`src/rtl/writeback_unit.sv`:
```
// Writeback stage: retires instructions into both regfile write ports,
// supplies the decode bypass network and counts retired instructions.
module writeback_unit #(
  parameter int CNT_W = 32
) (
  input  logic             clk,
  input  logic             rst,
  input  logic             stall,
  input  logic             in_valid,
  input  logic             in_wb_en,
  input  logic [4:0]       in_rd,
  input  logic [31:0]      in_result,
  input  logic             in_is_load,
  input  logic [1:0]       in_load_size,
  input  logic [1:0]       in_byte_off,
  input  logic             in_sign_ext,
  input  logic             in_inc_en,
  input  logic [4:0]       in_inc_rd,
  input  logic [31:0]      in_inc_val,
  input  logic [31:0]      mem_rdata,
  output logic             wen0,
  output logic [4:0]       waddr0,
  output logic [31:0]      wdata0,
  output logic             wen1,
  output logic [4:0]       waddr1,
  output logic [31:0]      wdata1,
  input  logic [4:0]       fwd_raddr0,
  input  logic [4:0]       fwd_raddr1,
  output logic             fwd_hit0,
  output logic             fwd_hit1,
  output logic [31:0]      fwd_data0,
  output logic [31:0]      fwd_data1,
  output logic [CNT_W-1:0] retired
);

  logic        v, first;
  logic        wb_en, is_load, sign_ext, inc_en;
  logic [4:0]  rd, inc_rd;
  logic [31:0] result, inc_val, hold_data;
  logic [1:0]  load_size, byte_off;

  logic        h0_v, h1_v;
  logic [4:0]  h0_a, h1_a;
  logic [31:0] h0_d, h1_d;

  logic        commit;
  logic [31:0] ld_raw, ld_ext;
  logic [15:0] half;
  logic [7:0]  byte_v;

  assign commit = v & ~stall;

  always_ff @(posedge clk) begin
    if (rst) begin
      v       <= 1'b0;
      first   <= 1'b0;
      h0_v    <= 1'b0;
      h0_a    <= '0;
      h0_d    <= '0;
      h1_v    <= 1'b0;
      h1_a    <= '0;
      h1_d    <= '0;
      retired <= '0;
    end else begin
      if (!stall) begin
        v     <= in_valid;
        first <= in_valid;
      end else begin
        first <= 1'b0;
      end
      h0_v <= wen0;
      h0_a <= waddr0;
      h0_d <= wdata0;
      h1_v <= wen1;
      h1_a <= waddr1;
      h1_d <= wdata1;
      if (commit)
        retired <= retired + 1'b1;
    end
  end

  // Payload fields need no reset; they are qualified by v.
  always_ff @(posedge clk) begin
    if (!stall) begin
      wb_en     <= in_wb_en;
      rd        <= in_rd;
      result    <= in_result;
      is_load   <= in_is_load;
      load_size <= in_load_size;
      byte_off  <= in_byte_off;
      sign_ext  <= in_sign_ext;
      inc_en    <= in_inc_en;
      inc_rd    <= in_inc_rd;
      inc_val   <= in_inc_val;
    end
    // mem_rdata is only valid in the first cycle; keep it across stalls.
    if (first && is_load)
      hold_data <= mem_rdata;
  end

  always_comb begin
    ld_raw = first ? mem_rdata : hold_data;
    half   = byte_off[1] ? ld_raw[31:16] : ld_raw[15:0];
    case (byte_off)
      2'd0:    byte_v = ld_raw[7:0];
      2'd1:    byte_v = ld_raw[15:8];
      2'd2:    byte_v = ld_raw[23:16];
      default: byte_v = ld_raw[31:24];
    endcase
    case (load_size)
      2'd1:    ld_ext = {{16{sign_ext & half[15]}}, half};
      2'd2:    ld_ext = {{24{sign_ext & byte_v[7]}}, byte_v};
      default: ld_ext = ld_raw;
    endcase
  end

  always_comb begin
    wen0   = commit & wb_en & (rd != 5'd0);
    waddr0 = v ? rd : 5'd0;
    wdata0 = v ? (is_load ? ld_ext : result) : 32'd0;
    wen1   = commit & inc_en & (inc_rd != 5'd0)
           & ~(wen0 & (inc_rd == rd));
    waddr1 = v ? inc_rd : 5'd0;
    wdata1 = v ? inc_val : 32'd0;
  end

  logic [4:0]  ra  [2];
  logic        hit [2];
  logic [31:0] dat [2];

  assign ra[0] = fwd_raddr0;
  assign ra[1] = fwd_raddr1;

  always_comb begin
    for (int k = 0; k < 2; k++) begin
      hit[k] = 1'b0;
      dat[k] = 32'd0;
      if (ra[k] != 5'd0) begin
        case (1'b1)
          (wen0 && waddr0 == ra[k]): begin hit[k] = 1'b1; dat[k] = wdata0; end
          (wen1 && waddr1 == ra[k]): begin hit[k] = 1'b1; dat[k] = wdata1; end
          (h0_v && h0_a == ra[k]):   begin hit[k] = 1'b1; dat[k] = h0_d;   end
          (h1_v && h1_a == ra[k]):   begin hit[k] = 1'b1; dat[k] = h1_d;   end
          default: ;
        endcase
      end
    end
  end

  assign fwd_hit0  = hit[0];
  assign fwd_data0 = dat[0];
  assign fwd_hit1  = hit[1];
  assign fwd_data1 = dat[1];

endmodule

```
`config.mk`:
```
export PLATFORM = sky130hd
export DESIGN_NAME = writeback_unit
export DESIGN_NICKNAME = d
export VERILOG_FILES = /design/src/rtl/writeback_unit.sv
export SDC_FILE = /design/constraint.sdc
export NUM_CORES = 1
export LEC_CHECK = 0
export ABC_AREA = 1
export BUFFER_PORTS_ARGS = -buffer_cell sky130_fd_sc_hd__buf_2
export CAP_MARGIN = 0
export CORE_UTILIZATION = 39
export CTS_CLUSTER_DIAMETER = 100
export CTS_CLUSTER_SIZE = 14
export DETAILED_ROUTE_END_ITERATION = 16
export PLACE_DENSITY = 0.62
export SYNTH_ARGS = -nofsm -noshare
export SYNTH_HDL_FRONTEND = slang
export SYNTH_SLANG_ARGS = --single-unit
```
`constraint.sdc`:
```
create_clock -name clk -period 3.7 [get_ports clk]
set_input_delay 0.74 -clock clk [delete_from_list [all_inputs] [get_ports clk]]
set_output_delay 0.74 -clock clk [all_outputs]
set_load 0.01 [all_outputs]
```
## Word level (Yosys, flattened, before mapping)

Index checks and enable logic that the tools add are counted.

| cells by class | value |
|---|---|
| add/sub/neg operators | 1 |
| equality and inequality tests | 13 |
| multiplexer cells | 29 |
| bitwise logic cells | 11 |
| reduce and logical (&&, ||, !) cells | 15 |

Operators by type and width:

| cell | count |
|---|---|
| $mux 32 | 14 |
| $pmux 32 s2 | 1 |
| $eq 5x5->1 | 9 |
| $add 32x1->32 const B | 1 |
| $pmux 8 s3 | 1 |
| $reduce_bool 5->1 | 4 |
| $mux 16 | 1 |
| $mux 1 | 10 |
| $mux 5 | 2 |
| $and 1x1->1 | 9 |
| $logic_and 1x1->1 | 9 |
| $eq 2x1->1 const B | 2 |
| $eq 2x2->1 const B | 2 |
| $logic_not 2->1 | 1 |
| $not 1->1 | 2 |
| $reduce_or 2->1 | 1 |

| word-level totals | value |
|---|---|
| flip-flop bits (word level) | 224 |
| bits of input ports | 128 |
| output and inout port bits | 174 |
| logic and storage cells | 89 |

## Logic depth before layout (Yosys ltp)

| logic depth | value |
|---|---|
| word-level depth | 11 |
| depth in mapped cells | 16 |
| mapped depth without buffers | 13 |

## Least setup slack after synthesis

No wires, ideal clock.

| timing | value |
|---|---|
| path kind | input to output |
| start | in stall |
| end | out fwd_data1[30] |
| data arrival time | 2,968 ps |
| data required time | 2,960 ps |
| slack | -8 ps |
| stages | 12 |
| path buffers | 1 |
| path through | inv_2 > nand2_1 > nor2_1 > nand2_2 > inv_2 > nand3_4 > nand3_2 > buf_2 > nand3_1 > nand3_1 > nand2_1 > nor2_1 |

| on the way | value |
|---|---|
| word-level cells in the longest chain between the ends | 11 |
| elaborated cells on any way between the ends | 14 |
| classes of those cells | mux: 3; bitwise: 9; reduce/logical: 2 |

RTL lines:

| what | RTL line | source |
|---|---|---|
| start: declaration | 8 | `input logic stall,` |
| $not 1->1 * | 51 | `assign commit = v & ~stall;` |
| $and 1x1->1 * | 51 |  |
| $and 1x1->1 * (2 in series) | 118 | `wen0 = commit & wb_en & (rd != 5'd0);` |
| via wen0 | 21 | `output logic wen0,` |
| $and 1x1->1 | 122 | `& ~(wen0 & (inc_rd == rd));` |
| $not 1->1 | 122 |  |
| $and 1x1->1 | 122 |  |
| $logic_and 1x1->1 | 141 | `(wen1 && waddr1 == ra[k]): begin hit[k] = 1'b1; dat[k] = wdata1; end` |
| $mux 32 | 139 | `case (1'b1)` |
| $mux 32 * | 139 |  |
| $mux 32 * | 138 | `if (ra[k] != 5'd0) begin` |
| end: declaration | 32 | `output logic [31:0] fwd_data1,` |

Mark *: on every way through the listed nets, which the timed path passes. The rest lies on a longest branch.

## Worst setup path in the final report

| timing | value |
|---|---|
| start | reg first |
| end | out fwd_data1[1] |

| on the way | value |
|---|---|
| word-level cells in the longest chain between the ends | 7 |
| elaborated cells on any way between the ends | 8 |
| classes of those cells | mux: 8 |

RTL lines:

| what | RTL line | source |
|---|---|---|
| start: declaration | 36 | `logic v, first;` |
| start signal: assignment | 67 | `first <= in_valid;` |
| $mux 32 * | 102 | `ld_raw = first ? mem_rdata : hold_data;` |
| $pmux 8 s3 or $mux 16 (tied branches) | 104, 103 |  |
| $pmux 32 s2 * | 110 | `case (load_size)` |
| $mux 32 * (2 in series) | 120 | `wdata0 = v ? (is_load ? ld_ext : result) : 32'd0;` |
| $mux 32 * | 139 |  |
| $mux 32 * | 138 |  |

Every way passes the cells marked *; elsewhere a longest branch is shown, timed or not.

==> summary.md <==
| Metric | Value |
|---|---|
| Status | finished clean |
| Final setup violation count | 0 |
| DIE HEIGHT | around 190 microns |
| Clock Path Buffers | 3 |
| Post-route insts no fill | 2,671 |
| Worst R2R End | h0_d[9] |
| Most common cell after layout, fill and taps aside | nand2_1 |
| Ant diodes | 0 |
| Number of global-route vias before repair | 13.0k |
| Final Slew Violations | 0 |
| Design area | 0.0160 sq mm |
| Setup TNS | 0 ns |
| Reg clk slew, reported paths | 0.08 ns |
| Post-Syn Nets | about 2.1k |
| Area Growth Syn to Fin | 20.0% |
| # IOs | 302 |
| Post-Synth Simple-Gate Area | 40.6% |
| Post-DP Area | around 0.015 sq mm |
| Lkg Pwr | 8.08 nW |
| Mean Syn Cell Area | between 6 and 7 sq um |
| Cells on worst reg2reg path | 10 |
| Pwr Density | 352 mW/mm^2 |
| Design Power | 5.64 mW |
| GRT busiest layer | met2 |
| Post-synthesis compound-gate area fraction | 6.19% |
| Yosys cell types | 45 |
| Worst path bufs/invs | 3 |
| Synthesized area | 0.0133 sq mm |
| Die width | 187 microns |
| Critical path required time | just under 3 ns |
| M2 GR Usage | about 44% |
| Most used cell, CP | nand2_1 |
| Vias | about 14k |
| Critical Path Fanout Max | 19 |
| Critical-path cell list | inv_2, buf_4, o21ai_0, nand2_1, nand3_1, nand2_1, nand2_1, nand2_1, nand2_1, nand2_1, nand2_1, nor2_1, buf_2 |
| Reg2reg start | first |
| Worst path max stage delay | 0.56 ns |
| Initial cell density of the core | between 30% and 40% |
| Post-layout minimum cycle time | 3.59 ns |
| RSZ-0062 raised after global routing | no |
| Dpl hpwl | 35,500 microns |
| Remaining global-route overflow | 0 |
| CTS tree | built |
| Hold wc startpoint | in_inc_val[14] |
| Slowest stage cell, crit path | o21ai_0 |
| Initial antenna violation count | 0 |
| Post-synthesis sequential area ratio | 42.2% |
| 1st-iter DRT viols | 1,197 |
| Drc violations | 0 |
| Final net count | 2,340 |
| Family with the most delay on the worst path | simple AND/OR/NAND/NOR gates |
| Final RePlAce weighted congestion | around 0.92 |
| Final WL | around 49,000 microns |
| Largest family of logic cells by synthesized area | simple AND/OR/NAND/NOR gates |
| Clock skew | 0.0128 ns |
| Synth warn | 0 |
| R2R setup slack | ~1.5 ns |
| Worst VDD drop | 0.000268 V |
| Post-synthesis xor/xnor area fraction | under 10% |
| Worst slew margin | 54.1% |
| DRT antenna net count | 0 |
| Final hold violation count | 0 |
| M1 GR Usage | 37.5% |
| Total CTS buffers | 20 |
| GRT Total Usage | 27.2% |
| H-tree depth | 1 |
| Core area | 0.0336 sq mm |
| HP Class | primary input to register |
| Worst setup margin | roughly 0.11 ns |
| Mux cell area share after synthesis | 0% |
| Synth Area in Adders | 0.281% |
| Multi-input gate area | 0.00662 sq mm |
| Seq. cell area | 0.00563 sq mm |
| DP Worst Slack | around 0.21 ns |
| Global-route wire length before repair | 74,900 microns |
| Worst Hold End | inc_val[14] |
| GR Util met3 | 3.64% |
| Port bufs | 301 |
| Hold slack | just under 0.4 ns |
| Final period utilization | 97.1% |
| Clock latency on the worst-skew pair | between 0.5 and 0.6 ns |
| Most frequent cells in the layout | nand2_1, nor2_1, buf_2 |
| DR WL/cell | 18.5 microns |
| Sink Count | 224 |
| DP Cell Count | 2,628 |
| Cells after synthesis | 1,946 |
| Root buf cell | clkbuf_16 |
| Fmax | 0.278 GHz |
| Tightest Pin Transition | slightly below 0.7 ns |
| Pre-Repair DR Iteration Count | 7 |
| Post-synthesis register bit count | 224 |
| Pin count of the biggest net entering global routing | 57 |
| Crit. End Element | output port |
| Hold path depth | 1 |
| FILL cells | 3,496 |
| Worst setup path category | register to output port |
| CP arrival | 2.85 ns |
| Max cap viols | 0 |
| DR vias/cell | roughly 5.3 |
| Share of cells above drive strength 1 | about a fifth |
| Final core occ | 47.6% |
| Critical path launch point type | register |
| Cts hold-fix bufs | 0 |
| Die Area | 0.0350 sq mm |
| Row cnt | 67 |
[Yosys cell counts (all sizes together)]
master	n	share of area [%]
and2	7	0.33
nor3b	3	0.17
and3	1	0.047
o21ai	64	2.4
a21oi	89	3.3
xnor2	8	0.53
a31o	1	0.066
nor2b	1	0.047
o21a	1	0.056
nand4	109	5.2
dfxtp	110	17
nor2	319	9.4
buf	50	2.3
edfxtp	114	26
or2	15	0.70
nand2	622	18
ha	3	0.28
clkinv	1	0.028
a31oi	1	0.047
nor3	19	0.75
nor4	3	0.19
a21boi	2	0.11
xor2	24	1.6
nand3	146	5.8
inv	168	4.7
clkbuf	57	1.6
a211oi	3	0.17
nand3b	5	0.28
[worst register-to-register path, cell delays in order, from the launching register on]
cell     delay [ns]
dfxtp_1        0.37
inv_2          0.15
buf_4          0.24
o21ai_0        0.57
nor2_1         0.10
a21oi_1        0.14
nand2_1        0.06
nand2_1        0.06
nand2_1        0.14
nand2_1        0.20
nor2_1         0.06
[how the worst max path moves through the flow]
stage / slack [ns] / end / depth (start not counted) / start
floorplan: 0.38 / fwd_data1[30] / 12 / stall
global placement: 0.23 / fwd_data1[25] / 13 / fwd_raddr1[4]
detailed placement: 0.21 / fwd_data1[25] / 13 / fwd_raddr1[4]
CTS: -0.04 / fwd_data0[27] / 11 / v
global route: 0.02 / fwd_data1[4] / 15 / first
finish: 0.11 / fwd_data1[1] / 13 / first
[report_power, final]
group / internal (mW) / switching, mW
clock: 1.10 / 0.987
sequential: 2.72 / 0.0533
combinational: 0.231 / 0.548
[repair_timing]
item | 4_1_cts | 5_1_grt
setup endpoints to repair | 51 | 71
gates resized for setup | 4 | 20
buffers inserted | 0 | 6
cloned | 1 | 0
pin swaps | 1 | 4
[flip-flops by register name, indices dropped and copies added, names as in the netlist, 2 cells and up]
register,flops
h0_a,5
inc_rd,5
h1_a,5
retired,32
inc_val,32
load_size,2
byte_off,2
result,32
rd,5
hold_data,32
h1_d,32
h0_d,32
[cell families after synthesis]
family,Yosys count
fa+ha+maj,3
flops,224
compound gates,161
xor+xnor,32
simple gates,1250
buf+inv,276
[cell type report]
| type | instances | share of cell area, % |
|---|---|---|
| flip-flops and latches | 224 | 35.2 |
| inverters | 169 | 4.02 |
| multi-input cells | 1447 | 41.4 |
| well taps | 448 | 3.50 |
| clock inverters | 1 | 0.0703 |
| repair buffers | 347 | 12.2 |
| clock buffers | 35 | 3.73 |
[routing by layer]
metal,wire [microns],up-vias
li1,-,6813
met1,21400,6496
met2,22400,676
met3,3930,95
met4,1670,0
met5,0,-
No activity file was read; power rests on OpenSTA's default activity.
